`src/rtl/npu_pkg.sv`:
```
// Shared constants and FSM state type for the NPU activation skewer.
// Imported by the skewer top, its stream interface and the vector FIFO.
package npu_pkg;

  localparam int NPU_DW    = 8;
  localparam int NPU_ROWS  = 3;
  localparam int NPU_DEPTH = 8;

  typedef enum logic [1:0] {
    ST_IDLE   = 2'd0,
    ST_STREAM = 2'd1,
    ST_DRAIN  = 2'd2
  } npu_state_e;

endpackage

```
`src/rtl/npu_act_skewer_if.sv`:
```
// Upstream activation-vector stream: one ROWS-lane vector per valid/ready handshake.
// s_last tags the final vector of a matrix.
interface npu_act_skewer_if
  import npu_pkg::*;
#(
  parameter int DW   = NPU_DW,
  parameter int ROWS = NPU_ROWS
);

  logic                 s_valid;
  logic                 s_ready;
  logic [ROWS*DW-1:0]   s_data;
  logic                 s_last;

  modport master (output s_valid, output s_data, output s_last, input  s_ready);
  modport slave  (input  s_valid, input  s_data, input  s_last, output s_ready);

endinterface

```
`src/rtl/npu_vec_fifo.sv`:
```
// Synchronous FIFO holding {last,vector} entries, with registered full/empty flags.
// Read data is presented combinationally from the head entry so a pop consumes it same cycle.
module npu_vec_fifo
  import npu_pkg::*;
#(
  parameter int WIDTH = NPU_ROWS * NPU_DW + 1,
  parameter int DEPTH = NPU_DEPTH
) (
  input  logic                       clk,
  input  logic                       rst,
  input  logic                       push_i,
  input  logic [WIDTH-1:0]           wr_data_i,
  input  logic                       pop_i,
  output logic [WIDTH-1:0]           rd_data_o,
  output logic                       full_o,
  output logic                       empty_o,
  output logic [$clog2(DEPTH):0]     count_o
);

  localparam int AW = $clog2(DEPTH);
  localparam int CW = AW + 1;

  logic [WIDTH-1:0] mem_q [DEPTH];
  logic [AW-1:0]    wr_ptr_q, wr_ptr_d;
  logic [AW-1:0]    rd_ptr_q, rd_ptr_d;
  logic [CW-1:0]    count_q, count_d;
  logic             full_q, full_d;
  logic             empty_q, empty_d;
  logic             do_push_s, do_pop_s;

  // Pointer/count bookkeeping; a push while full is dropped, the pop still proceeds.
  always_comb begin
    do_push_s = push_i && !full_q;
    do_pop_s  = pop_i && !empty_q;
    wr_ptr_d  = wr_ptr_q;
    rd_ptr_d  = rd_ptr_q;
    count_d   = count_q;
    if (do_push_s) begin
      wr_ptr_d = wr_ptr_q + 1'b1;
    end else begin
      wr_ptr_d = wr_ptr_q;
    end
    if (do_pop_s) begin
      rd_ptr_d = rd_ptr_q + 1'b1;
    end else begin
      rd_ptr_d = rd_ptr_q;
    end
    case ({do_push_s, do_pop_s})
      2'b10:   count_d = count_q + 1'b1;
      2'b01:   count_d = count_q - 1'b1;
      default: count_d = count_q;
    endcase
    full_d  = (count_d == CW'(DEPTH));
    empty_d = (count_d == {CW{1'b0}});
  end

  always_ff @(posedge clk) begin
    if (rst) begin
      wr_ptr_q <= '0;
      rd_ptr_q <= '0;
      count_q  <= '0;
      full_q   <= 1'b0;
      empty_q  <= 1'b1;
    end else begin
      wr_ptr_q <= wr_ptr_d;
      rd_ptr_q <= rd_ptr_d;
      count_q  <= count_d;
      full_q   <= full_d;
      empty_q  <= empty_d;
    end
  end

  // Storage needs no reset: emptiness is tracked by the pointers and count.
  always_ff @(posedge clk) begin
    if (do_push_s) begin
      mem_q[wr_ptr_q] <= wr_data_i;
    end
  end

  assign rd_data_o = mem_q[rd_ptr_q];
  assign full_o    = full_q;
  assign empty_o   = empty_q;
  assign count_o   = count_q;

endmodule

```
`src/rtl/npu_act_skewer.sv`:
```
// Buffers activation vectors and replays them as a diagonal wavefront into the systolic
// array: lane r is delayed r advance steps, then the triangle is flushed with zeros.
module npu_act_skewer
  import npu_pkg::*;
#(
  parameter int DW    = NPU_DW,
  parameter int ROWS  = NPU_ROWS,
  parameter int DEPTH = NPU_DEPTH
) (
  input  logic                 clk,
  input  logic                 rst,
  npu_act_skewer_if.slave      s,
  output logic [ROWS*DW-1:0]   m_left,
  output logic                 m_en,
  output logic                 busy,
  output logic                 done
);

  localparam int FW  = ROWS * DW + 1;
  localparam int DCW = (ROWS > 2) ? $clog2(ROWS) : 1;

  logic [FW-1:0]            fifo_rd_s;
  logic                     fifo_full_s;
  logic                     fifo_empty_s;
  logic [$clog2(DEPTH):0]   fifo_count_s;
  logic [ROWS*DW-1:0]       rd_vec_s;
  logic                     rd_last_s;

  npu_state_e               state_q, state_d;
  logic [DCW-1:0]           drain_cnt_q, drain_cnt_d;
  logic                     m_en_q, m_en_d;
  logic                     done_q, done_d;
  logic                     pop_s;
  logic                     adv_s;
  logic                     drain_s;

  npu_vec_fifo #(
    .WIDTH (FW),
    .DEPTH (DEPTH)
  ) u_fifo (
    .clk       (clk),
    .rst       (rst),
    .push_i    (s.s_valid),
    .wr_data_i ({s.s_last, s.s_data}),
    .pop_i     (pop_s),
    .rd_data_o (fifo_rd_s),
    .full_o    (fifo_full_s),
    .empty_o   (fifo_empty_s),
    .count_o   (fifo_count_s)
  );

  assign s.s_ready = ~fifo_full_s;
  assign rd_vec_s  = fifo_rd_s[FW-2:0];
  assign rd_last_s = fifo_rd_s[FW-1];
  assign drain_s   = (state_q == ST_DRAIN);

  // Sequencer: stream pops while data is queued, then ROWS-1 zero-fill steps flush the triangle.
  always_comb begin
    state_d     = state_q;
    drain_cnt_d = drain_cnt_q;
    pop_s       = 1'b0;
    adv_s       = 1'b0;
    done_d      = 1'b0;
    case (state_q)
      ST_IDLE: begin
        if (fifo_count_s != '0) begin
          state_d = ST_STREAM;
        end else begin
          state_d = ST_IDLE;
        end
      end
      ST_STREAM: begin
        if (!fifo_empty_s) begin
          pop_s = 1'b1;
          adv_s = 1'b1;
          if (rd_last_s) begin
            if (ROWS == 1) begin
              state_d = ST_IDLE;
              done_d  = 1'b1;
            end else begin
              state_d     = ST_DRAIN;
              drain_cnt_d = '0;
            end
          end else begin
            state_d = ST_STREAM;
          end
        end else begin
          state_d = ST_STREAM;
        end
      end
      ST_DRAIN: begin
        adv_s = 1'b1;
        if (drain_cnt_q == DCW'(ROWS - 2)) begin
          state_d     = ST_IDLE;
          done_d      = 1'b1;
          drain_cnt_d = '0;
        end else begin
          drain_cnt_d = drain_cnt_q + 1'b1;
        end
      end
      default: begin
        state_d     = ST_IDLE;
        drain_cnt_d = '0;
      end
    endcase
    m_en_d = adv_s;
  end

  always_ff @(posedge clk) begin
    if (rst) begin
      state_q     <= ST_IDLE;
      drain_cnt_q <= '0;
      m_en_q      <= 1'b0;
      done_q      <= 1'b0;
    end else begin
      state_q     <= state_d;
      drain_cnt_q <= drain_cnt_d;
      m_en_q      <= m_en_d;
      done_q      <= done_d;
    end
  end

  for (genvar r = 0; r < ROWS; r++) begin : g_lane
    logic [DW-1:0] stg_q [r+1];
    logic [DW-1:0] stg_d [r+1];

    // Lane r delay line: stage 0 loads the element (zero while draining), shifts only on advance.
    always_comb begin
      stg_d = stg_q;
      if (adv_s) begin
        stg_d[0] = drain_s ? {DW{1'b0}} : rd_vec_s[r*DW +: DW];
        for (int k = 1; k <= r; k++) begin
          stg_d[k] = stg_q[k-1];
        end
      end else begin
        stg_d = stg_q;
      end
    end

    always_ff @(posedge clk) begin
      if (rst) begin
        for (int k = 0; k <= r; k++) begin
          stg_q[k] <= '0;
        end
      end else begin
        stg_q <= stg_d;
      end
    end

    assign m_left[r*DW +: DW] = stg_q[r];
  end

  assign m_en = m_en_q;
  assign done = done_q;
  assign busy = (state_q != ST_IDLE);

endmodule

```
`src/flat_wrapper.sv`:
```
// flat-port wrapper written by rule: the top's interface ports become plain ports
module npu_act_skewer_flat import npu_pkg::*;
#(
  parameter int DW    = NPU_DW,
  parameter int ROWS  = NPU_ROWS,
  parameter int DEPTH = NPU_DEPTH
)
  (clk, rst, m_left, m_en, busy, done, s_s_valid, s_s_data, s_s_last, s_s_ready);
  npu_act_skewer_if #(.DW(DW), .ROWS(ROWS)) s_i ();
  input  logic clk;
  input  logic rst;
  output logic [ROWS*DW-1:0] m_left;
  output logic m_en;
  output logic busy;
  output logic done;
  input wire logic [$bits(s_i.s_valid)-1:0] s_s_valid;
  input wire logic [$bits(s_i.s_data)-1:0] s_s_data;
  input wire logic [$bits(s_i.s_last)-1:0] s_s_last;
  output wire logic [$bits(s_i.s_ready)-1:0] s_s_ready;
  assign s_i.s_valid = s_s_valid;
  assign s_i.s_data = s_s_data;
  assign s_i.s_last = s_s_last;
  assign s_s_ready = s_i.s_ready;
  npu_act_skewer #(.DW(DW), .ROWS(ROWS), .DEPTH(DEPTH)) u_core (.clk(clk), .rst(rst), .s(s_i), .m_left(m_left), .m_en(m_en), .busy(busy), .done(done));
endmodule
```
`config.mk`:
```
export PLATFORM = sky130hd
export DESIGN_NAME = npu_act_skewer_flat
export DESIGN_NICKNAME = d
export VERILOG_FILES = /design/src/rtl/npu_pkg.sv /design/src/rtl/npu_act_skewer_if.sv /design/src/rtl/npu_vec_fifo.sv /design/src/rtl/npu_act_skewer.sv /design/src/flat_wrapper.sv
export SDC_FILE = /design/constraint.sdc
export NUM_CORES = 1
export LEC_CHECK = 0
export BUFFER_PORTS_ARGS = -buffer_cell sky130_fd_sc_hd__buf_2
export CAP_MARGIN = 10
export CORE_ASPECT_RATIO = 1.25
export CORE_UTILIZATION = 55
export CTS_CLUSTER_SIZE = 40
export DETAILED_ROUTE_END_ITERATION = 8
export GPL_TIMING_DRIVEN = 0
export PLACE_DENSITY = 0.85
export SYNTH_ARGS = -nofsm -noshare
export SYNTH_HDL_FRONTEND = slang
export SYNTH_HIERARCHICAL = 1
export SYNTH_SLANG_ARGS = --single-unit
```
`constraint.sdc`:
```
create_clock -name clk -period 4.58 [get_ports clk]
set_input_delay 1.374 -clock clk [delete_from_list [all_inputs] [get_ports clk]]
set_output_delay 1.374 -clock clk [all_outputs]
set_load 0.02 [all_outputs]
```
# Word-level counts from Yosys, hierarchy flattened
# Memories as Yosys holds them, arrays and structs flattened. A register that Yosys moved wholly into a read port is not among the register bits.
# Cells that the tools add are included.
[totals]
regBits = 66
ramBits = 200
inputBits = 28
output_inout_bits = 28
word_cells = 64
n_memories = 1
[mem_list]
columns = ["name", "depth", "width", "read_ports", "rd_clocked_by_memory_dff", "wr", "line", "source"]
rows = [
  ["u_core.u_fifo.mem_q", 8, 25, 1, 1, 1, "npu_vec_fifo.sv:23", "logic [WIDTH-1:0] mem_q [DEPTH];"],
]
[op_classes]
n_addsub = 5
eq_ne = 9
mux = 21
n_bitwise = 3
reduce_logical = 10
[ops]
columns = ["cell", "n"]
rows = [
  ["$mux W8", 3],
  ["$mux W2", 6],
  ["$pmux W2 S3", 2],
  ["$pmux W4 S2", 1],
  ["$add A3 B1 Y3 const B", 2],
  ["$eq A2 B1 Y1 const B", 3],
  ["$mux W1", 6],
  ["$mux W3", 2],
  ["$add A4 B1 Y4 const B", 1],
  ["$eq A2 B2 Y1 const B", 2],
  ["$eq A4 B4 Y1 const B", 1],
  ["$logic_not A4 Y1", 1],
  ["$ne A2 B2 Y1 const B", 2],
  ["$reduce_bool A4 Y1", 1],
  ["$sub A4 B1 Y4 const B", 1],
  ["$not A1 Y1", 3],
  ["$reduce_and A3 Y1", 1],
  ["$add A2 B1 Y2 const B", 1],
  ["$logic_and A1 B1 Y1", 2],
  ["$logic_not A1 Y1", 2],
  ["$logic_not A2 Y1", 1],
  ["$ne A2 B1 Y1 const B", 1],
  ["$pmux W1 S2", 1],
  ["$reduce_bool A2 Y1", 1],
  ["$reduce_or A2 Y1", 1],
]

# Longest topological paths before layout
[depth]
depth_word = 6
depth_mapped = 13
ltp_nobuf = 13

# Hierarchy
# Netlist, hierarchy kept.
[modules_own_cells]
columns = ["module", "instances", "cells_each", "area_each_um2", "seq_area_each_um2"]
rows = [
  ["npu_vec_fifo", 1, 372, 8214.1, 6306.0],
  ["npu_act_skewer", 1, 203, 2275.9, 1081.0],
]

# Least setup slack after synthesis
# No wires, ideal clock.
[synth_path]
path_kind = "input to register"
from = "input port s_s_valid"
to = "memory u_core/u_fifo/mem_q[0][0] (netlist bit), enable pin"
setup_time_ps = 470
t_arrival_ps = 4093
required_time_ps = 4110
setup_slack_ps = 17
path_stages = 4
n_path_buf = 1
path_cell_list = "nor2b_4 buf_6 inv_2 nor4_1"
[synth_between]
elab_chain_cells = 3
[synth_lines]
columns = ["element", "line", "source"]
rows = [
  ["start, declared", "flat_wrapper.sv:16", "input wire logic [$bits(s_i.s_valid)-1:0] s_s_valid;"],
  ["$logic_and A1 B1 Y1", "npu_vec_fifo.sv:33", "do_push_s = push_i && !full_q;"],
  ["$mux W1", "npu_vec_fifo.sv:75", "if (do_push_s) begin"],
  ["$mux W1 (not written as such)", "npu_vec_fifo.sv:76", "mem_q[wr_ptr_q] <= wr_data_i;"],
  ["end, declared", "npu_vec_fifo.sv:23", ""],
]
# No other way between the ends.

# Final worst setup path
[layout_path]
from = "input port s_s_valid"
to = "memory u_core/u_fifo/mem_q[0][6] (netlist bit), enable pin"
# The elaborated chain is that of the path after synthesis.

==> flow_summary.json <==
{
  "syn_area_per_cell_sq_um": 18.2,
  "antenna_found_initial": 1,
  "yosysMostFrequentCell": "edfxtp_1",
  "worst_setup_path_start_kind": "primary input",
  "cts_root_buf": "clkbuf_16",
  "fmax_mhz": 344,
  "drive_above_1_share": 0.365,
  "cts_buffer_depth": 3,
  "core_sq_um": 18700,
  "synth_nets": 610,
  "violations": "design-rule violations",
  "hold_depth": 2,
  "yosysWarnings": 6,
  "slew-limit-headroom": 0.328,
  "start_util": 0.561,
  "cts_tree": "done",
  "reg2reg_depth": 11,
  "yosysSeqAreaShare": 0.704,
  "gp_congestion": 0.759,
  "ioPinCount": 56,
  "clock_sinks": 269,
  "ys_seq_elements": 269,
  "min_period_ns": 2.90,
  "cts-resized-gates": 0,
  "async_flop_share": 0,
  "timing.final.hold_violations": 0,
  "worst_pin_slew_ns": 1.01,
  "maxCapViolations": 0,
  "path_cells": "buf_2 -> nor2b_4 -> buf_6 -> inv_2 -> nor4_2 -> buf_4 -> buf_4 -> buf_6",
  "netlist_area_sq_um": 10500,
  "port_buffers": 55,
  "drcViolationCount": 5,
  "wirelength_microns": 21400,
  "crit_type": "in -> reg",
  "synth_edf_count": 200,
  "drt_iter0_drc": 498,
  "cts_made_buffers": 26,
  "finalPower_uw": 5170,
  "gr-total-overflow": 0,
  "grt_pass1_vias": 5727,
  "wl_per_cell_microns": 23.1,
  "ctsHtreeMaxLevel": 1,
  "yosysTopAreaCell": "edfxtp_1",
  "grt_max_degree": 26,
  "cp_slowest_stage_delay_ns": 0.66,
  "synth_top_area_share": 0.573,
  "vias_per_cell": 5.84,
  "syn_inst": 575,
  "fill_cells": 1198,
  "crit_path_end_kind": "register",
  "synth_ff_type": "edfxtp_1",
  "synth_area_leaders": "edfxtp_1 (57%), dfxtp_1 (13%), mux4_2 (11%)",
  "required_ns": 4.81,
  "die_x_microns": 126,
  "synthTopCellsByCount": "edfxtp_1 (200), dfxtp_1 (69), mux4_2 (50)",
  "crit_arrival_ns": 3.13,
  "final_max_slew_viol_count": 0,
  "synth_cell_types": 49,
  "fin_tns_setup_ns": 0,
  "vias": 5410,
  "pre_cts_ws_ns": 1.10,
  "cpMaxStageDelayCell": "nor4_2",
  "period_share": 0.634,
  "worstHoldPathType": "reg -> reg",
  "power_density_nw_per_um2": 425,
  "rsz0062_at_grt": "no",
  "timing.final.ws_setup_ns": 1.68,
  "postPlaceCellArea_sq_um": 11300,
  "setup_viol": 0,
  "ant_nets": 0,
  "critPathMaxFanout": 9,
  "path_clk_slew_ns": 0.06,
  "hpwlAfterDp_microns": 13500,
  "final_cell_area_sq_um": 12200,
  "layout.nets": 709,
  "status": "finished, violations left",
  "fin_skew_ns": 0.0103,
  "grt_use_total": 0.225,
  "areaGrowthSynthToFinish_pct": 16.0,
  "fp.dieArea_sq_um": 19600,
  "num_rows": 56,
  "p_leak_uw": 0.00417,
  "clock_latency_ns": 0.52,
  "post_cts_buffers": 0,
  "fp.dieH_microns": 156,
  "vdd_drop_max_mv": 0.343,
  "grt_pass1_wl_microns": 32600,
  "ctsHoldBuffers": 0,
  "dr.pass1.iters": 6,
  "post-route-util": 0.650
}
==> logic make-up (layout without fill, tap and decap cells) <==
logic type / after synthesis / in the layout / share of synthesized area
DFF: 269 / 269 / 0.704
muxes: 101 / 101 / 0.159
and+or+nand+nor: 94 / 94 / 0.0534
buffers and inverters: 53 / 172 / 0.0327
AOI/OAI and AO/OA: 44 / 44 / 0.0365
adders and majority gates: 7 / 7 / 0.00835
xor gates and xnor gates: 7 / 7 / 0.00584
other: 0 / 1 / 0
==> per-layer routing <==
layer	vias to the layer above	wire, microns	GRT usage
met3	55	1430	0.0441
met4	0	672	0.0976
met5	-	0	0
li1	2427	-	-
met2	215	11300	0.403
met1	2713	8000	0.263
==> metrics by stage <==
step	hold slack (ns)	std cells
6_report	0.446	927
5_1_grt	0.492	927
4_1_cts	0.447	926
3_5_place_dp	0.433	878
3_3_place_gp	0.432	862
2_1_floorplan	0.422	575
==> layout by cell type, fill, tap and decap left out, types with 2 or more instances in the layout <==
cell type | netlist | layout
mux2_2 | 25 | 25
a22o_2 | 16 | 16
nor2b_4 | 2 | 2
inv_6 | 0 | 3
bufinv_16 | 0 | 3
a22o_1 | 8 | 8
nand2_1 | 9 | 9
buf_2 | 6 | 61
inv_1 | 4 | 4
buf_8 | 0 | 2
mux4_2 | 50 | 50
clkbuf_1 | 14 | 20
a21oi_1 | 7 | 7
buf_4 | 18 | 21
clkinv_2 | 0 | 4
clkinvlp_4 | 0 | 2
edfxtp_1 | 200 | 200
xor2_1 | 2 | 2
nand2b_1 | 49 | 49
clkbuf_16 | 0 | 27
dfxtp_1 | 69 | 69
nor2_1 | 14 | 11
xnor2_1 | 5 | 5
o22ai_1 | 2 | 2
nor3b_1 | 3 | 3
nor2_4 | 0 | 3
ha_1 | 7 | 7
clkinv_4 | 0 | 2
buf_6 | 7 | 18
nor3_1 | 6 | 2
mux2i_1 | 26 | 26
nor3_2 | 0 | 4
==> final timing paths <==
check                        startpoint                   endpoint  slack (ns)
setup / recovery              s_s_valid  u_core/u_fifo/mem_q[0][6]        1.68
hold / removal    u_core/drain_cnt_q[1]      u_core/drain_cnt_q[1]        0.45
hold reg to reg   u_core/drain_cnt_q[1]      u_core/drain_cnt_q[1]        0.45
setup reg to reg      u_core/state_q[1]       u_core/u_fifo/full_o        1.85
==> worst max-delay path, delay by kind of cell <==
kind,cells,cell delay [ns]
buffers and inverters,6,0.96
AND/OR/NAND/NOR,2,0.78
==> where the power goes <==
group	leakage [uW]	internal [uW]	switching (uW)
sequential	0.00237	2680	25.4
clock	0.000427	1280	876
combinational	0.00137	140	171
==> area by class of cell <==
class / count / area (sq um) / share of cell area
buffer: 47 / 320 / 0.0263
timing repair buffer: 71 / 452 / 0.0371
clock buffer: 34 / 712 / 0.0585
multi-input combinational: 253 / 2810 / 0.231
inverter: 6 / 22.5 / 0.00185
sequential: 269 / 7390 / 0.607
clock inverter: 14 / 169 / 0.0139
antenna: 1 / 2.50 / 0.000206
tap: 232 / 290 / 0.0239
==> flip-flops by register name, summed over array words and instances, names as in the netlist, named ones only <==
name	flops
u_core/u_fifo/empty_o	1
u_core/u_fifo/mem_q	200
u_core/u_fifo/full_o	1
u_core/drain_cnt_q	2
u_core/u_fifo/wr_ptr_q	3
u_core/done	1
u_core/g_lane.stg_q	32
u_core/m_left	16
u_core/state_q	2
u_core/u_fifo/rd_ptr_q	3
u_core/u_fifo/count_o	4
u_core/m_en	1
(Power assumes the default switching activity.)
